`config.mk`:
```
export PLATFORM = sky130hd
export DESIGN_NAME = uart_tx_ser
export DESIGN_NICKNAME = d
export VERILOG_FILES = /design/src/rtl/uart_pkg.sv /design/src/rtl/uart_baud_gen.sv /design/src/rtl/uart_tx_ser.sv
export SDC_FILE = /design/constraint.sdc
export NUM_CORES = 1
export LEC_CHECK = 0
export CORE_MARGIN = 1
export CORE_UTILIZATION = 40
export CTS_CLUSTER_DIAMETER = 120
export DETAILED_ROUTE_END_ITERATION = 10
export PLACE_DENSITY = 0.59
export SLEW_MARGIN = 10
export SYNTH_ARGS = -nofsm -noshare
export SYNTH_HDL_FRONTEND = slang
export SYNTH_SLANG_ARGS = --single-unit
```
`constraint.sdc`:
```
create_clock -name clk -period 6.6 [get_ports clk]
set_input_delay 1.32 -clock clk [delete_from_list [all_inputs] [get_ports clk]]
set_output_delay 1.32 -clock clk [all_outputs]
set_load 0.05 [all_outputs]
```
`src/rtl/uart_pkg.sv`:
```
// Shared definitions for the UART transmit path: FSM encoding, data width
// and default baud divisor.
package uart_pkg;

  localparam int unsigned DATA_BITS        = 8;
  localparam int unsigned BIT_IDX_W        = $clog2(DATA_BITS);
  localparam int unsigned BAUD_DIV_DEFAULT = 434;
  localparam int unsigned BAUD_CNT_W       = 16;

  typedef enum logic [2:0] {
    ST_IDLE   = 3'd0,
    ST_START  = 3'd1,
    ST_DATA   = 3'd2,
    ST_PARITY = 3'd3,
    ST_STOP   = 3'd4
  } tx_state_e;

  // Parity bit for a data word; odd=1 inverts the even-parity result.
  function automatic logic parity_of(input logic [DATA_BITS-1:0] data, input logic odd);
    return (^data) ^ odd;
  endfunction

endpackage

```
`src/rtl/uart_baud_gen.sv`:
```
// Bit-period timer: reloads to BAUD_DIV-1 on load, counts down, holds at 0.
// tick_c marks the final cycle of the current bit period.
module uart_baud_gen
  import uart_pkg::*;
#(
  parameter int unsigned BAUD_DIV = BAUD_DIV_DEFAULT
) (
  input  logic                  clk,
  input  logic                  rst,
  input  logic                  load,
  output logic [BAUD_CNT_W-1:0] count,
  output logic                  tick_c
);

  always_ff @(posedge clk) begin
    if (rst) begin
      count <= '0;
    end else if (load) begin
      count <= BAUD_CNT_W'(BAUD_DIV - 1);
    end else if (count != '0) begin
      count <= count - BAUD_CNT_W'(1);
    end
  end

  assign tick_c = (count == '0);

endmodule

```
`src/rtl/uart_tx_ser.sv`:
```
// UART transmit serializer: pops bytes from a first-word-fall-through FIFO and
// shifts out start, 8 data bits LSB first, optional parity and 1 or 2 stop bits.
module uart_tx_ser
  import uart_pkg::*;
#(
  parameter int unsigned BAUD_DIV   = BAUD_DIV_DEFAULT,
  parameter bit          PARITY_EN  = 1'b0,
  parameter bit          PARITY_ODD = 1'b0,
  parameter int unsigned STOP_BITS  = 1
) (
  input  logic                 clk,
  input  logic                 rst,
  input  logic                 tx_en,
  input  logic                 tx_fifo_dvalid,
  input  logic [DATA_BITS-1:0] tx_rdata,
  output logic                 tx_rden,
  output logic                 tx,
  output logic                 tx_busy,
  output logic                 tx_done
);

  localparam logic STOP_LAST = (STOP_BITS == 2) ? 1'b1 : 1'b0;

  tx_state_e              state_q, state_next;
  logic [DATA_BITS-1:0]   data_q, data_next;
  logic [BIT_IDX_W-1:0]   bit_idx_q, bit_idx_next;
  logic                   stop_idx_q, stop_idx_next;
  logic                   tx_q, busy_q, done_q;
  logic                   pop_c, tx_line_c, baud_load_c, tick_c;
  logic [BAUD_CNT_W-1:0]  baud_count;

  uart_baud_gen #(
    .BAUD_DIV (BAUD_DIV)
  ) u_baud_gen (
    .clk    (clk),
    .rst    (rst),
    .load   (baud_load_c),
    .count  (baud_count),
    .tick_c (tick_c)
  );

  // Counter idles at 0, so tick_c is also high in IDLE and covers the first load.
  assign baud_load_c = tick_c && (state_next != ST_IDLE);

  always_ff @(posedge clk) begin
    if (rst) begin
      state_q    <= ST_IDLE;
      data_q     <= '0;
      bit_idx_q  <= '0;
      stop_idx_q <= 1'b0;
      tx_q       <= 1'b1;
      busy_q     <= 1'b0;
      done_q     <= 1'b0;
    end else begin
      state_q    <= state_next;
      data_q     <= data_next;
      bit_idx_q  <= bit_idx_next;
      stop_idx_q <= stop_idx_next;
      tx_q       <= tx_line_c;
      busy_q     <= (state_next != ST_IDLE);
      // Raised one cycle early so the flop is high in the final stop cycle.
      done_q     <= (state_q == ST_STOP) && (baud_count == BAUD_CNT_W'(1)) &&
                    (stop_idx_q == STOP_LAST);
    end
  end

  always_comb begin
    state_next    = state_q;
    data_next     = data_q;
    bit_idx_next  = bit_idx_q;
    stop_idx_next = stop_idx_q;
    pop_c         = 1'b0;
    tx_line_c     = 1'b1;

    case (state_q)
      ST_IDLE: begin
        if (tx_en && tx_fifo_dvalid) begin
          pop_c      = 1'b1;
          data_next  = tx_rdata;
          state_next = ST_START;
        end
      end
      ST_START: begin
        if (tick_c) begin
          state_next   = ST_DATA;
          bit_idx_next = '0;
        end
      end
      ST_DATA: begin
        if (tick_c) begin
          if (bit_idx_q == BIT_IDX_W'(DATA_BITS - 1)) begin
            state_next    = PARITY_EN ? ST_PARITY : ST_STOP;
            stop_idx_next = 1'b0;
          end else begin
            bit_idx_next = bit_idx_q + BIT_IDX_W'(1);
          end
        end
      end
      ST_PARITY: begin
        if (tick_c) begin
          state_next    = ST_STOP;
          stop_idx_next = 1'b0;
        end
      end
      ST_STOP: begin
        if (tick_c) begin
          if (stop_idx_q != STOP_LAST) begin
            stop_idx_next = 1'b1;
          end else if (tx_en && tx_fifo_dvalid) begin
            pop_c      = 1'b1;
            data_next  = tx_rdata;
            state_next = ST_START;
          end else begin
            state_next = ST_IDLE;
          end
        end
      end
      default: state_next = ST_IDLE;
    endcase

    if (rst) begin
      pop_c = 1'b0;
    end

    // Line value of the upcoming state, so it appears in that state's first cycle.
    case (state_next)
      ST_START:  tx_line_c = 1'b0;
      ST_DATA:   tx_line_c = data_next[bit_idx_next];
      ST_PARITY: tx_line_c = parity_of(data_q, PARITY_ODD);
      default:   tx_line_c = 1'b1;
    endcase
  end

  // Pop must land in the same cycle the FIFO head is observed valid.
  assign tx_rden = pop_c;
  assign tx      = tx_q;
  assign tx_busy = busy_q;
  assign tx_done = done_q;

endmodule

```
Yosys cells after proc, flatten, opt, wreduce, memory -nomap -nowiden
Cells that the tools add are included.
{"block": "word_totals", "register_bits": 34, "latchBits": 0, "ramBits": 0, "mem_bits_ro": 0, "in_bits": 12, "output_inout_bits": 4, "n_memories": 0}
{"block": "classes", "add_sub_neg": 2, "multipliers": 0, "div": 0, "magnitude_cmp": 1, "eq_ne": 13, "n_shift": 0, "mux": 33, "n_bitwise": 1, "reduce_logical": 13}
{"op": "2-to-1 mux 3 bit", "count": 10}
{"op": "2-to-1 mux 8 bit", "count": 3}
{"op": "2-to-1 mux 9 bit", "count": 2}
{"op": "== test 16 x 1 -> 1 bit (second input constant)", "count": 1}
{"op": "logical NOT 16 bit", "count": 1}
{"op": "case mux 8 bit (2 select lines)", "count": 1}
{"op": "nonzero test 16 bit", "count": 1}
{"op": "subtractor 16 x 1 -> 16 bit (second input constant)", "count": 1}
{"op": "case mux 3 bit (5 select lines)", "count": 1}
{"op": "== test 3 x 2 -> 1 bit (second input constant)", "count": 4}
{"op": "2-to-1 mux 1 bit", "count": 11}
{"op": "!= test 2 bit (second input constant)", "count": 4}
{"op": "XOR reduction 8 bit", "count": 1}
{"op": "== test 3 x 1 -> 1 bit (second input constant)", "count": 2}
{"op": "== test 3 bit (second input constant)", "count": 2}
{"op": "case mux 1 bit (3 select lines)", "count": 2}
{"op": "case mux 3 bit (2 select lines)", "count": 1}
{"op": "nonzero test 3 bit", "count": 2}
{"op": "AND reduction 5 bit", "count": 1}
{"op": "logical AND 1 bit", "count": 4}
{"op": "less-than comparator 3 x 4 -> 1 bit (second input constant)", "count": 1}
{"op": "adder 3 x 1 -> 3 bit (second input constant)", "count": 1}
{"op": "binary-select mux 1 bit (select 3 bit)", "count": 1}
{"op": "logical NOT 3 bit", "count": 1}
{"op": "4 further kinds", "count": 4}

Longest topological paths before layout
Gate-level depths: netlist of run 1.
{"block": "depth", "word_depth": 8, "mapped_depth": 10}

Hierarchy
From an unflattened synthesis of run 1, not the netlist that was laid out.
{"block": "unflattened", "hier_cells": 208, "area_unflattened_um2": 1776.7}
{"mod": "uart_tx_ser", "instances": 1, "cells_per_inst": 106, "area_each_um2": 939.7}
{"mod": "uart_baud_gen", "instances": 1, "cells_per_inst": 102, "area_each_um2": 837.1}

Worst setup path after synthesis of run 1
No wires, ideal clock.
{"block": "synth_path", "kind": "input-to-output", "from": "input port tx_en", "to": "output port tx_rden", "arrival_ns": 2.584, "required_ns": 5.280, "slack_ns": 2.696, "stages": 4, "path_buffers": 1, "path_cell_list": "nand3_1 > a21oi_1 > buf_2 > nor2b_1"}
{"block": "synth_between", "elab_chain_len": 6}
{"element": "start, declared", "line_no": "uart_tx_ser.sv:13", "rtl": "input logic tx_en,"}
{"element": "logical AND 1 bit *", "line_no": "uart_tx_ser.sv:77, uart_tx_ser.sv:109"}
{"element": "2-to-1 mux 1 bit *", "line_no": "uart_tx_ser.sv:77, uart_tx_ser.sv:109"}
{"element": "2-to-1 mux 1 bit", "line_no": "uart_tx_ser.sv:107", "rtl": "if (stop_idx_q != STOP_LAST) begin"}
{"element": "2-to-1 mux 1 bit", "line_no": "uart_tx_ser.sv:106", "rtl": "if (tick_c) begin"}
{"element": "case mux 1 bit (2 select lines) *", "line_no": "uart_tx_ser.sv:75", "rtl": "case (state_q)"}
{"element": "2-to-1 mux 1 bit *", "line_no": "uart_tx_ser.sv:121", "rtl": "if (rst) begin"}
{"element": "end, declared", "line_no": "uart_tx_ser.sv:16", "rtl": "output logic tx_rden,"}
Mark *: on every way between the ends. The rest lies on a longest branch, timed or not.

Final worst setup path of run 1
Ends and elaborated chain as after synthesis.

==> results of run 1 <==
cells in the final DEF (no fill, tap or decap), types with 5 or more instances in the layout:
cell type and instances:
nor2_1 35, dfxtp_1 33, clkdlybuf4s50_1 15, nand2_1 14
mux2i_1 14, xnor2_1 13, a21oi_1 9, nor4_1 7
clkbuf_8 7, inv_1 6, o21ai_0 6, nor2b_1 5
synth_stat cells, types with 2 or more instances:
library cell / n
nor2_1: 35
dfxtp_1: 33
mux2i_1: 14
nand2_1: 14
xnor2_1: 13
a21oi_1: 9
nor4_1: 7
inv_1: 6
o21ai_0: 6
clkbuf_1: 5
nor2b_1: 5
a211oi_1: 4
ha_1: 4
or3_1: 4
xor2_1: 4
a31oi_1: 3
nand3_1: 3
nor3_1: 3
and2_1: 2
nand2b_1: 2
nand4_1: 2
nor3b_1: 2
nor4_2: 2
layout make-up:
type                       count  area [um^2]  share of cell area [%]
timing repair buffer          17        165.2                   8.158
clock inverter                 1        5.005                  0.2472
inverter                       6        22.52                   1.112
clock buffer                   7        96.34                   4.759
sequential                    33        660.6                   32.63
tap                           50        62.56                   3.090
multi-input combinational    154         1012                   50.00
flip-flops by register name (all words and copies together), names as in the netlist:
| register | flops |
|---|---|
| tx_busy | 1 |
| tx_done | 1 |
| tx | 1 |
| u_baud_gen.count | 16 |
| data_q | 8 |
| bit_idx_q | 3 |
| state_q | 3 |
per-stage QoR:
step	cell area (um^2)	hold WS (ps)
global route	2024	552.6
detailed placement	1923	514.9
finish	2024	529.2
floorplan	1727	484.0
global placement	1923	508.8
CTS	2024	522.7
cells by family (layout without fill, tap and decap cells):
| kind of cell | count (synthesis) | in the layout |
|---|---|---|
| simple gates | 89 | 89 |
| compound gates | 29 | 29 |
| fa+ha+maj | 4 | 4 |
| buf+inv | 13 | 31 |
| xor+xnor | 17 | 17 |
| mux | 15 | 15 |
| flops | 33 | 33 |
power by group:
| part | internal [mW] | leakage, nW | total (mW) | switching [mW] |
|---|---|---|---|---|
| combinational | 0.124 | 0.424 | 0.294 | 0.170 |
| sequential | 0.236 | 0.270 | 0.280 | 0.0441 |
| clock | 0.0942 | 0.0542 | 0.168 | 0.0735 |
worst paths after layout:
check,startpoint,to,slack [ps],depth (start not counted)
worst max register to register,u_baud_gen.count[13],tx,3740,9
worst min register to register,u_baud_gen.count[9],u_baud_gen.count[9],530,2
worst max-delay path,tx_en,tx_rden,2070,6
worst min-delay path,u_baud_gen.count[9],u_baud_gen.count[9],530,2
routing by layer:
layer | global-route usage, % | vias to the layer above | routed length (um)
li1 | - | 738 | -
met1 | 23.08 | 653 | 1777
met2 | 25.87 | 27 | 1538
met5 | 0 | - | 0
met4 | 5.851 | 0 | 35
met3 | 5.068 | 4 | 151
tightest hold or removal path, cell delays in order (launching register included):
cell     delay, ps
dfxtp_1        340
o21ai_0         80
a21oi_1         60
==> impl_metrics.tcl, run 1 <==
set metrics [dict create \
    outcome "complete, no violations" \
    end_kind "output pin" \
    antennaDiodeCount 0 \
    synth_xor_area_share_pct 8.623 \
    total_power_uw 741.6 \
    synth_nets 216 \
    dp_slack_ps 2090 \
    ir_drop_v 0.0001539 \
    routed_wl_mm 3.503 \
    avgSynthCellArea_um2 8.633 \
    layout.nets 233 \
    ys_async_sr_fraction_pct 0 \
    start_util_pct 42.25 \
    tns_ps 0 \
    area_delta_synth_final_pct 17.25 \
    cp_top_family "buffers and inverters" \
    first_iter_violations 64 \
    synth-edff-count 0 \
    cts_resized 0 \
    die_area_um2 4583 \
    hpwl_mm 2.625 \
    synthFlopType "dfxtp_1" \
    worstMarginPinSlew_ps 570.8 \
    synthMuxAreaShare_pct 9.420 \
    grt_start_max_net_pins 25 \
    finalHoldViolCount 0 \
    netlist_instances 200 \
    cp.required_ps 5280 \
    fin_util_pct 49.54 \
    yosysWarnings 0 \
    start_kind "primary input" \
    crit_fanout 11 \
    path_cells "clkdlybuf4s50_1 > nand3_1 > a21oi_1 > buf_4 > nor2b_1 > clkdlybuf4s50_1" \
    cts_setup_buffers 0 \
    grt_first_pass_wirelength_mm 5.823 \
    grt_usage_pct 17.17 \
    min_path_type "flop to flop" \
    skew_ps 4.946 \
    slew_headroom_pct 61.60 \
    ant_nets 0 \
    dr_total_vias 1422 \
    setup_viol 0 \
    maxCapViolCount 0 \
    fmax_ghz 0.2206 \
    rsz0062_at_grt "false" \
    die_h_um 67.70 \
    antenna_found_initial 0 \
    viasPerCell 5.306 \
    overflow 0 \
    std_cell_rows 23 \
    synthSimpleGateAreaFrac_pct 26.96 \
    drc 0 \
    cp_slowest_cell "clkdlybuf4s50_1" \
    fin_ws_ps 2066 \
    ios 16 \
    power_density_nw_per_um2 366.3 \
    first_global_vias 1328 \
    post-route-period-util_pct 68.69 \
    period_needed_ps 4534 \
    cts_buffers 5 \
    crit_type "primary input to output pin" \
    wl_per_cell_um 13.07 \
    clock-root-buffer "clkbuf_8" \
    coreArea_um2 4086 \
    clockBufferDepth 2 \
    dpl.cell_count 260 \
    fin_cells 268 \
    crit_top_cell "clkdlybuf4s50_1" \
    cp.buffers_inverters 3 \
    clock_latency_ps 280 \
    htreeDepth 2 \
    drtPass1Iterations 4 \
    ys_seq_area_share_pct 38.26 \
    fp.dieW_um 67.70 \
    synthAdderAreaFrac_pct 2.899 \
    yosys.area.top_type "dfxtp_1" \
    synth_area_leaders "dfxtp_1 (38%), mux2i_1 (8.1%), nor2_1 (7.6%)" \
    cp_slowest_stage_delay_ps 810 \
    drive_above_1_share_pct 8.257 \
    ctsHoldBuffers 0 \
    cts.sinks 33 \
    cts_tree "done" \
    gp_congestion 0.8115 \
    yosysUniqueCellTypes 41 \
    synth-compound-area-share_pct 10.72 \
    synth_top_family_by_area "simple AND/OR/NAND/NOR gates" \
    synth_top_area_share_pct 38.26 \
    critical_path_arrival_ps 3210 \
    path_clk_slew_ps 60 \
    power.leakage_nw 0.7486 \
    io_buffers 15 \
    synth_seq_cells 33 \
    nFillCells 400 \
    slew_violations 0 \
    synthesis.area_um2 1727 \
]
Note: power is estimated with default switching activity, not from simulation.
==> run 2: changes to the inputs <==
==> constraint.sdc (replaced) <==
create_clock -name clk -period 4.4 [get_ports clk]
set_input_delay 0.88 -clock clk [delete_from_list [all_inputs] [get_ports clk]]
set_output_delay 0.88 -clock clk [all_outputs]
set_load 0.05 [all_outputs]
==> run 2 against run 1 <==
Effect of this change: clock power is 51% higher; worst hold slack worse by 4.4 ps; wire length up 4.7%; first-iteration DRC count up 59%.
==> impl_metrics.tcl, run 2 (synthesized netlist as in run 1, its figures left out) <==
set metrics [dict create \
    layout_commonest_cell "nor2_1" \
    final_area_um2 2029 \
    cts_buffers 5 \
    tns_ps 0 \
    wl_met3_um 103 \
    dp_slack_ps 1355 \
    first_iter_violations 102 \
    ir_drop_v 0.0002130 \
    total_power_mw 1.124 \
    setup_viol 0 \
    cts_resized 0 \
    antenna_found_initial 0 \
    regMostFlops "u_baud_gen.count" \
    cts_setup_buffers 0 \
    viasPerCell 5.331 \
    final_cell_mix "nor2_1 (35), dfxtp_1 (33), nand2_1 (14), mux2i_1 (14), clkdlybuf4s50_1 (14)" \
    grt_usage_pct 18.75 \
    dr_total_vias 1434 \
    area_delta_synth_final_pct 17.54 \
    wl_per_cell_um 13.64 \
    fmax_ghz 0.3166 \
    cts_tree "done" \
    slew_violations 0 \
    coreArea_um2 4086 \
    clock_latency_ps 290 \
    grt_first_pass_wirelength_mm 6.306 \
    antennaDiodeCount 0 \
    slew_headroom_pct 59.10 \
    layout.nets 234 \
    dpl.cell_count 261 \
    cp_slowest_stage_delay_ps 350 \
    end_kind "output pin" \
    fin_util_pct 49.66 \
    fin_cells 269 \
    ant_nets 0 \
    drtPass1Iterations 4 \
    power.leakage_nw 0.7547 \
    drc 0 \
    power_density_nw_per_um2 553.7 \
    die_area_um2 4583 \
    start_util_pct 42.25 \
    gp_congestion 0.8032 \
    ios 16 \
    cp.required_ps 3520 \
    path_clk_slew_ps 70 \
    path_cells "nor4_2 > and2_1 > nand4_1 > buf_4 > a21oi_1 > buf_4 > nor2b_1 > buf_4" \
    maxCapViolCount 0 \
    routed_wl_mm 3.668 \
    highest_layer "met4" \
    cts.sinks 33 \
    worstMarginPinSlew_ps 608.0 \
    critical_path_arrival_ps 2280 \
    grt_start_max_net_pins 25 \
    crit_top_cell "buf_4" \
    die_h_um 67.70 \
    ctsHoldBuffers 0 \
    period_needed_ps 3159 \
    post-route-period-util_pct 71.79 \
    overflow 0 \
    start_kind "flop" \
    std_cell_rows 23 \
    hold_slack_ps 524.7 \
    outcome "complete, no violations" \
    hpwl_mm 2.727 \
    largest_reg_flops 16 \
    htreeDepth 2 \
    place_area_um2 1928 \
    clock-root-buffer "clkbuf_8" \
    clockBufferDepth 2 \
    first_global_vias 1427 \
    reg.largest.list "u_baud_gen.count (16), data_q (8)" \
    io_buffers 15 \
    fin_ws_ps 1241 \
    crit_fanout 15 \
    drive_above_1_share_pct 9.132 \
    fp.dieW_um 67.70 \
    min_path_type "flop to flop" \
    finalHoldViolCount 0 \
    rsz0062_at_grt "false" \
    cp_slowest_cell "dfxtp_1" \
    hold_path_depth 2 \
    met2_wirelength_mm 1.672 \
    wl_met1_mm 1.832 \
    ff2ff_path_depth 8 \
    crit_type "flop to output pin" \
    skew_ps 4.682 \
]
-- run 2: worst paths after layout --
path,slack (ps),start,to
max,1240,u_baud_gen.count[10],tx_rden
min reg2reg,520,u_baud_gen.count[9],u_baud_gen.count[9]
max reg2reg,1740,u_baud_gen.count[10],tx
min,520,u_baud_gen.count[9],u_baud_gen.count[9]
-- run 2: critical path, delay by kind of cell, from the launching register on --
family	cells	cell delay, ps
buf+inv	3	640
compound gates	1	160
flops	1	350
simple gates	4	820
-- run 2: area by class of cell --
cell class | count | area (um^2)
flip-flops and latches | 33 | 660.6
fillers | 414 | 2057
multi-input cells | 154 | 1012
repair buffers | 18 | 170.2
clock inverters | 1 | 5.005
inverters | 6 | 22.52
well taps | 50 | 62.56
clock buffers | 7 | 96.34
-- run 2: per-layer routing --
layer / global-route usage, % / vias to the layer above
met4: 6.383 / 0
met5: 0 / -
met3: 5.574 / 6
met1: 23.63 / 671
li1: - / 736
met2: 30.07 / 21
-- run 2: report_power, final --
group	internal (mW)	leakage, nW	total [mW]	switching [mW]
combinational	0.190	0.430	0.450	0.260
sequential	0.353	0.270	0.420	0.0663
clock	0.141	0.0542	0.254	0.112
total	0.685	0.755	1.12	0.439
